$ cat src/rtl/sync_fifo_prog.sv
// sync_fifo_prog: single-clock FIFO with programmable almost flags, fill count,
// optional first-word-fall-through read, and error pulse plus sticky flags.
module sync_fifo_prog #(
  parameter int WIDTH     = 8,
  parameter int DEPTH     = 16,
  parameter int PTR_WIDTH = 4,
  parameter int FWFT      = 0,
  parameter int AF_THRESH = 14,
  parameter int AE_THRESH = 2
) (
  input  logic                 clk,
  input  logic                 rst,
  input  logic                 wr_en,
  input  logic [WIDTH-1:0]     wdata,
  output logic                 full,
  output logic                 almost_full,
  input  logic                 rd_en,
  output logic [WIDTH-1:0]     rdata,
  output logic                 rvalid,
  output logic                 empty,
  output logic                 almost_empty,
  output logic [PTR_WIDTH:0]   count,
  output logic                 error,
  output logic                 ovf_sticky,
  output logic                 unf_sticky,
  input  logic                 clr_err
);
  localparam logic [PTR_WIDTH:0] DEPTH_C = (PTR_WIDTH+1)'(DEPTH);
  localparam logic [PTR_WIDTH:0] AF_C    = (PTR_WIDTH+1)'(AF_THRESH);
  localparam logic [PTR_WIDTH:0] AE_C    = (PTR_WIDTH+1)'(AE_THRESH);
  logic [WIDTH-1:0]     mem [DEPTH];
  logic [PTR_WIDTH-1:0] wr_ptr_q, wr_ptr_d, rd_ptr_q, rd_ptr_d;
  logic [PTR_WIDTH:0]   count_q, count_d;
  logic                 error_q, error_d, ovf_q, ovf_d, unf_q, unf_d;
  logic                 wr_acc, rd_acc, overflow, underflow;
  always_comb begin
    full         = count_q == DEPTH_C;
    empty        = count_q == '0;
    almost_full  = count_q >= AF_C;
    almost_empty = count_q <= AE_C;
    wr_acc       = wr_en & ~full;
    rd_acc       = rd_en & ~empty;
    overflow     = wr_en & full;
    underflow    = rd_en & empty;
    wr_ptr_d     = wr_ptr_q + PTR_WIDTH'(wr_acc);
    rd_ptr_d     = rd_ptr_q + PTR_WIDTH'(rd_acc);
    count_d      = count_q + (PTR_WIDTH+1)'(wr_acc) - (PTR_WIDTH+1)'(rd_acc);
    error_d      = overflow | underflow;
    // a new event outranks a coincident clear
    ovf_d        = overflow | (ovf_q & ~clr_err);
    unf_d        = underflow | (unf_q & ~clr_err);
  end
  always_ff @(posedge clk or posedge rst)
    if (rst) begin
      wr_ptr_q <= '0;
      rd_ptr_q <= '0;
      count_q  <= '0;
      error_q  <= 1'b0;
      ovf_q    <= 1'b0;
      unf_q    <= 1'b0;
    end else begin
      wr_ptr_q <= wr_ptr_d;
      rd_ptr_q <= rd_ptr_d;
      count_q  <= count_d;
      error_q  <= error_d;
      ovf_q    <= ovf_d;
      unf_q    <= unf_d;
    end
  always_ff @(posedge clk)
    if (wr_acc && !rst) mem[wr_ptr_q] <= wdata;
  assign count      = count_q;
  assign error      = error_q;
  assign ovf_sticky = ovf_q;
  assign unf_sticky = unf_q;
  if (FWFT != 0) begin : g_fwft
    assign rdata  = empty ? '0 : mem[rd_ptr_q];
    assign rvalid = ~empty;
  end else begin : g_std
    logic [WIDTH-1:0] rdata_q;
    logic             rvalid_q;
    always_ff @(posedge clk or posedge rst)
      if (rst) begin
        rdata_q  <= '0;
        rvalid_q <= 1'b0;
      end else begin
        rvalid_q <= rd_acc;
        if (rd_acc) rdata_q <= mem[rd_ptr_q];
      end
    assign rdata  = rdata_q;
    assign rvalid = rvalid_q;
  end
endmodule

$ cat config.mk
export PLATFORM = sky130hd
export DESIGN_NAME = sync_fifo_prog
export DESIGN_NICKNAME = d
export VERILOG_FILES = /design/src/rtl/sync_fifo_prog.sv
export SDC_FILE = /design/constraint.sdc
export NUM_CORES = 1
export LEC_CHECK = 0
export CAP_MARGIN = 15
export CORE_MARGIN = 5
export CORE_UTILIZATION = 60
export DETAILED_ROUTE_END_ITERATION = 10
export PLACE_DENSITY = 0.8
export SETUP_SLACK_MARGIN = 0.02
export SYNTH_ARGS = -nofsm -noshare
export SYNTH_HDL_FRONTEND = slang
export SYNTH_SLANG_ARGS = --single-unit
$ cat constraint.sdc
create_clock -name clk -period 6.65 [get_ports clk]
set_clock_uncertainty 0.1 [all_clocks]
set_input_delay 0.9975 -clock clk [delete_from_list [all_inputs] [get_ports clk]]
set_output_delay 0.9975 -clock clk [all_outputs]
set_load 0.01 [all_outputs]
==> results of run 1 <==
[flip-flops by register name (all words and copies together) (netlist names)]
signal and flops:
rdata 8, wr_ptr_q 4, ovf_sticky 1, mem 128
rvalid 1, count 5, rd_ptr_q 4, unf_sticky 1
error 1
[layout make-up]
cell class	count	area, um^2
clock buffer	17	414
clock inverter	15	138
fill	613	3010
inverter	13	48.8
multi-input combinational	134	1610
sequential	153	4470
tap	136	170
timing repair buffer	37	370
[logic make-up after synthesis]
kind of cell	Yosys count
XOR/XNOR	9
multiplexers	40
adder cells (fa/ha/maj)	14
flip-flops	153
AO/OA/AOI/OAI	33
buffers and inverters	32
AND/OR/NAND/NOR	38
[worst register-to-register path: cells and delay by family, from the launching register on]
family | cells | cell delay (ns)
flops | 1 | 0.43
simple gates | 3 | 1.84
fa+ha+maj | 1 | 0.23
buf+inv | 1 | 0.11
[how the worst max path moves through the flow]
stage | startpoint | end | slack [ns] | depth (start not counted)
finish | rst | mem[7][3] | 2.92 | 4
CTS | rst | mem[15][4] | 2.94 | 4
global route | rst | mem[15][3] | 2.62 | 4
global placement | rst | mem[5][4] | 2.54 | 4
floorplan | rst | mem[1][0] | 3.37 | 3
detailed placement | rst | mem[7][1] | 2.36 | 4
[metal layers]
metal  up-vias  part of all wire [%]  GRT usage, %
met5         -                     0             0
met2       146                    49          32.2
li1       1360                     -             -
met4         0                   2.7          9.25
met1      1545                    41          29.6
met3        23                   7.1          5.22
[through the flow]
| stage | utilization, % | instances | hold slack, ns | power [mW] | area [um^2] |
|---|---|---|---|---|---|
| 6_report | 70.6 | 505 | 0.431 | 3.06 | 7220 |
| 2_1_floorplan | - | 319 | 0.377 | 1.91 | 6230 |
| 3_3_place_gp | 65.0 | 471 | 0.416 | 2.17 | 6650 |
| 3_5_place_dp | 65.0 | 471 | 0.419 | 2.20 | 6650 |
| 5_1_grt | 70.6 | 505 | 0.459 | 3.22 | 7220 |
| 4_1_cts | 70.4 | 503 | 0.437 | 3.07 | 7200 |
[layout by cell type (no fill, tap or decap), types with 2 or more instances in the layout]
cell	n
sky130_fd_sc_hd__edfxtp_1	128
sky130_fd_sc_hd__clkdlybuf4s50_1	33
sky130_fd_sc_hd__mux4_2	32
sky130_fd_sc_hd__dfrtp_1	24
sky130_fd_sc_hd__clkbuf_16	16
sky130_fd_sc_hd__inv_1	13
sky130_fd_sc_hd__ha_1	13
sky130_fd_sc_hd__a21oi_1	11
sky130_fd_sc_hd__o22ai_1	8
sky130_fd_sc_hd__mux2i_1	8
sky130_fd_sc_hd__a221oi_2	8
sky130_fd_sc_hd__nand2_1	6
sky130_fd_sc_hd__nor3_2	6
sky130_fd_sc_hd__nor3_1	6
sky130_fd_sc_hd__xor2_1	5
sky130_fd_sc_hd__clkinv_4	5
sky130_fd_sc_hd__inv_6	5
sky130_fd_sc_hd__nand2b_1	4
sky130_fd_sc_hd__xnor2_1	4
sky130_fd_sc_hd__nor4_2	3
sky130_fd_sc_hd__o21ai_0	3
sky130_fd_sc_hd__clkinvlp_4	3
sky130_fd_sc_hd__and2_1	2
sky130_fd_sc_hd__o21bai_1	2
sky130_fd_sc_hd__buf_4	2
[power by group through the flow]
stage | Combinational [mW] | Sequential (mW) | Clock (mW)
after floorplan | 0.668 | 1.24 | 0
after global placement | 0.837 | 1.34 | 0
after detailed placement | 0.849 | 1.35 | 0
after CTS | 0.857 | 1.33 | 0.884
after global routing | 0.980 | 1.30 | 0.936
final | 0.906 | 1.28 | 0.872
==> results.yml, run 1 <==
run_status:
  run_status: "finished, final reports clean"
floorplan:
  start_util_pct: 60.9
  coreArea_um2: 10200
  ios: 34
  fp.dieW_um: 112
  fp.dieH_um: 112
  cell_row_count: 37
  die_outline_area_um2: 12500
clock_network:
  htree_levels: 4
  cts.sinks: 153
  post_cts_resized: 0
  cts_setup_buffers: 0
  cell_chosen_for_the_clock_root: "sky130_fd_sc_hd__clkbuf_8"
  cts_buffers: 17
  cts_tree: "built"
  cts_max_path_buffers: 2
  clk-insertion-delay-late_ns: 0.53
  path_clk_slew_ns: 0.06
  cts_hold_repair.buffers: 0
placement:
  place.detailed.hpwl_mm: 7.78
  numPortBuffers: 33
  gpl.final_weighted_congestion: 0.840
  place_worst_setup_slack_ns: 2.36
flow_run:
  max_cap_viol_count: 0
power:
  comb_power_share_pct: 29.6
  power.density_cell_area_nw_per_um2: 424
  vdd_ir_drop_max_uv: 259
  sw_frac_of_total_pct: 32.0
  leakage_nw: 2.45
  clockPowerShare_pct: 28.5
  power.sequential.fraction_pct: 41.9
  power.switching_uw: 979
  p_int_mw: 2.08
setup_path:
  cp.buffers_inverters: 2
  crit-reg2reg-capture: "mem[2][5]"
  crit_type: "input port to flip-flop"
  timing.critical_path.required_ns: 6.70
  worstSetupEndpointType: "flip-flop"
  worst-endpoint-arrival_ns: 3.77
  critical_path.max_stage_delay_ns: 1.06
  timing.critical_path.slowest_stage_cell: "sky130_fd_sc_hd__nor3_1"
  startpoint_of_the_worst_register_to_register_path: "count[2]"
  timing.reg2reg.setup_slack_ns: 3.55
  critPathMaxFanout: 26
  crit_path_cell_trace: "clkdlybuf4s50_1 -> inv_1 -> nand4b_1 -> nor3_1"
  logic_depth_of_the_worst_register_to_register_path: 5
  critical_path.top_delay_family: "simple AND/OR/NAND/NOR gates"
  critPathLaunchType: "input port"
sta:
  fin_setup_tns_ns: 0
  setup_violations_final: 0
  setup_repair_after_global_routing_missed_its_margin: "false"
  post-route-worst-setup-slack_ns: 2.92
  period_share_pct: 56.0
  fmaxAchievable_mhz: 268
  final-max-slew-violation-count: 0
  period_needed_ns: 3.73
  worst_slew_pin_slew_ns: 1.11
  worst_slew_margin_pct: 25.7
  timing_hold_violations_final: 0
layout:
  nNetsFinal: 383
  drive_above_1_share_pct: 24.7
  antenna-diode-count: 0
  area_growth_pct: 15.9
grt:
  grt_first_pass_wirelength_mm: 19.0
  grt_max_degree: 35
  globalRouteOverflowTotal: 0
  grt_pass1_vias: 3192
  antenna_violations_before_repair: 0
  gr-usage-all-layers_pct: 21.2
yosys:
  synth_sequential_area_ratio_pct: 71.7
  yosys-mux-area-fraction_pct: 12.9
  synth_top_cells_by_count: "sky130_fd_sc_hd__edfxtp_1, sky130_fd_sc_hd__mux4_2, sky130_fd_sc_hd__dfrtp_1, sky130_fd_sc_hd__ha_1, sky130_fd_sc_hd__inv_1"
  post_synth.cell_area_avg_um2: 19.5
  synth_area_leaders: "sky130_fd_sc_hd__edfxtp_1, sky130_fd_sc_hd__mux4_2, sky130_fd_sc_hd__dfrtp_1"
  post-synth-top-count-cell: "sky130_fd_sc_hd__edfxtp_1"
  postSynthNetCount: 346
  synth_seq_cells: 153
  synth-warning-count: 0
  yosysTopAreaCellShare_pct: 61.7
  synth_edf_count: 128
  synthesis.area_um2: 6230
  synth_largest_area_cell: "sky130_fd_sc_hd__edfxtp_1"
  synthFlopType: "sky130_fd_sc_hd__edfxtp_1"
  synth_cells: 319
  compound_cell_area_share_of_the_yosys_netlist_pct: 4.22
  dominant_combinational_cell_family_by_area_after_synthesis: "multiplexers"
  async_reset_ff_share_pct: 16.3
  synthDistinctLibCells: 37
  synth-simple-area-share_pct: 4.50
  synth-adder-area-share_pct: 2.93
  yosys.area_share.xor_xnor_pct: 1.27
routing:
  number_of_antenna_violating_nets_in_the_routed_design: 0
  detail_route.wirelength_mm: 12.1
  post_drt_via_cell_ratio: 6.09
  vias: 3074
  drc: 0
  drt_first_iter_violations: 330
  wl_per_cell_um: 24.0
  drt_pass1_iterations: 6
min_path:
  min_delay_path_depth: 2
  min_to: "unf_sticky"
  holdCritPathClass: "flip-flop to flip-flop"
  min_from: "unf_sticky"
Note: power is estimated with default switching activity, not from simulation.
==> run 2, diff against run 1 <==
- CORE_UTILIZATION: 60 -> 59
- PLACE_DENSITY: 0.8 -> 0.79
- clock period: 6.65 -> 3.8 ns (I/O delays scaled with it)
==> run 2 against run 1 <==
  * Hold slack lost 0.069 ns
  * Clock power grew 75%
  * Clock-buffer cell count is the same
  * Sequential power grew 80%
  * Sequential share of layout area shrank 0.39 points
  * Core utilization shrank 0.18 points
  * Critical path depth grew 1
  * Global-route usage shrank 1.3 points
  * Die area grew 1.5%
  * Sequential cell count is the same
  * Register-to-register slack lost 2.8 ns
  * First-iteration DRC count shrank 8.8%
  * Largest cell class unchanged
  * Highest routed layer unchanged
==> results.yml, run 2 (synthesis gave the netlist of run 1 again) <==
placement:
  placedInstanceArea_um2: 6720
  place_worst_setup_slack_ns: 0.718
  placed_cells: 482
  gpl.final_weighted_congestion: 0.759
  place.detailed.hpwl_mm: 7.93
  numPortBuffers: 33
sta:
  period_needed_ns: 3.12
  worst_slew_pin_slew_ns: 0.910
  timing_hold_violations_final: 0
  post-route-worst-setup-slack_ns: 0.684
  final-max-slew-violation-count: 0
  fmaxAchievable_mhz: 321
  period_share_pct: 82.0
  timing.hold.ws_ns: 0.362
  setup_violations_final: 0
  worst_slew_margin_pct: 38.8
  fin_setup_tns_ns: 0
  setup_repair_after_global_routing_missed_its_margin: "false"
grt:
  gr-usage-all-layers_pct: 19.9
  grt_pass1_vias: 3193
  globalRouteOverflowTotal: 0
  grt_first_pass_wirelength_mm: 18.4
  antenna_violations_before_repair: 0
  grt_max_degree: 27
layout:
  drive_above_1_share_pct: 26.2
  layout.cells.most_common: "sky130_fd_sc_hd__edfxtp_1"
  layout.cells.non_filler: 514
  number_of_flip_flops_under_the_largest_register_name: 128
  antenna-diode-count: 0
  nNetsFinal: 392
  most-common-layout-cells: "sky130_fd_sc_hd__edfxtp_1, sky130_fd_sc_hd__clkdlybuf4s50_1, sky130_fd_sc_hd__mux4_2, sky130_fd_sc_hd__dfrtp_1, sky130_fd_sc_hd__clkbuf_16"
  final_core_util_pct: 70.4
  top_register: "mem"
  stdcell_area_um2: 7270
  area_growth_pct: 16.7
setup_path:
  critical_path.most_common_cell: "sky130_fd_sc_hd__inv_1"
  timing.critical_path.required_ns: 3.13
  worst-endpoint-arrival_ns: 2.45
  critPathMaxFanout: 12
  crit_path_cell_trace: "inv_1 -> ha_1 -> or4b_4 -> inv_1 -> clkdlybuf4s50_1"
  worstSetupEndpointType: "output port"
  timing.critical_path.slowest_stage_cell: "sky130_fd_sc_hd__or4b_4"
  startpoint_of_the_worst_register_to_register_path: "count[2]"
  critical_path.max_stage_delay_ns: 0.56
  critPathLaunchType: "flip-flop"
  logic_depth_of_the_worst_register_to_register_path: 11
  crit_type: "flip-flop to output port"
  setup.worst_path.start: "count[2]"
routing:
  drc: 0
  number_of_antenna_violating_nets_in_the_routed_design: 0
  detail_route.wirelength_mm: 11.7
  post_drt_via_cell_ratio: 5.99
  drt_first_iter_violations: 301
  drt_pass1_iterations: 4
  vias: 3079
  wl_per_cell_um: 22.7
power:
  comb_power_share_pct: 28.4
  sw_frac_of_total_pct: 31.8
  power.switching_mw: 1.70
  clockPowerShare_pct: 28.6
  vdd_ir_drop_max_uv: 492
  leakage_nw: 2.50
  power.density_cell_area_nw_per_um2: 736
  p_int_mw: 3.65
  report.power.total_mw: 5.35
  power.sequential.fraction_pct: 43.0
clock_network:
  cts.sinks: 153
  clk-insertion-delay-late_ns: 0.53
  cts_setup_buffers: 0
  path_clk_slew_ns: 0.06
  post_cts_resized: 0
  cts_tree: "built"
  cts_max_path_buffers: 2
  cts_buffers: 17
  htree_levels: 4
  cell_chosen_for_the_clock_root: "sky130_fd_sc_hd__clkbuf_8"
  cts_hold_repair.buffers: 0
run_status:
  run_status: "finished, final reports clean"
floorplan:
  coreArea_um2: 10300
  fp.dieH_um: 113
  start_util_pct: 60.3
  die_outline_area_um2: 12700
  ios: 34
  fp.dieW_um: 113
  cell_row_count: 37
min_path:
  holdCritPathClass: "input port to async pin"
flow_run:
  max_cap_viol_count: 0
## run 2: cell types whose count changed in the layout (fill, tap and decap cells not counted)
cell,delta
sky130_fd_sc_hd__buf_12,-1
sky130_fd_sc_hd__buf_2,-1
sky130_fd_sc_hd__buf_4,+11
sky130_fd_sc_hd__clkinv_2,+2
sky130_fd_sc_hd__clkinv_4,-2
sky130_fd_sc_hd__clkinv_8,-1
sky130_fd_sc_hd__clkinvlp_4,-2
sky130_fd_sc_hd__inv_8,+3
sky130_fd_sc_hd__nor4_1,+1
sky130_fd_sc_hd__nor4_2,-1
## run 2: power groups by stage
stage          combinational (mW)  sequential, mW  clock (mW)
6_report                     1.52            2.30        1.53
5_1_grt                      1.64            2.34        1.64
4_1_cts                      1.54            2.31        1.55
3_5_place_dp                 1.52            2.34           0
3_3_place_gp                 1.49            2.33           0
2_1_floorplan                1.17            2.18           0
## run 2: metal layers
layer  wire length (um)  track usage (%)  share of wire (%)
met5                  0                0                  0
met4                223             7.61                1.9
met3                623             5.61                5.3
met2               5930             31.7                 51
met1               4910             26.3                 42
## run 2: critical path: cells and delay by family (launching register included)
| family | cells | cell delay [ns] |
|---|---|---|
| adders and majority gates | 1 | 0.17 |
| buffers and inverters | 3 | 0.76 |
| DFF | 1 | 0.42 |
| and+or+nand+nor | 1 | 0.56 |
## run 2: layout make-up
class	instances	area, um^2
clock buffer	17	414
clock inverter	15	133
fill	615	3050
inverter	13	48.8
multi-input combinational	134	1610
sequential	153	4470
tap	136	170
timing repair buffer	46	428
## run 2: path summary, 6_finish.rpt
kind	to	slack (ns)
worst max-delay path	empty	0.68
worst min register to register	unf_sticky	0.43
worst max register to register	count[4]	0.75
max in group asynchronous	rd_ptr_q[1]	2.98
worst min-delay path	count[1]	0.36
min in group clk	unf_sticky	0.43
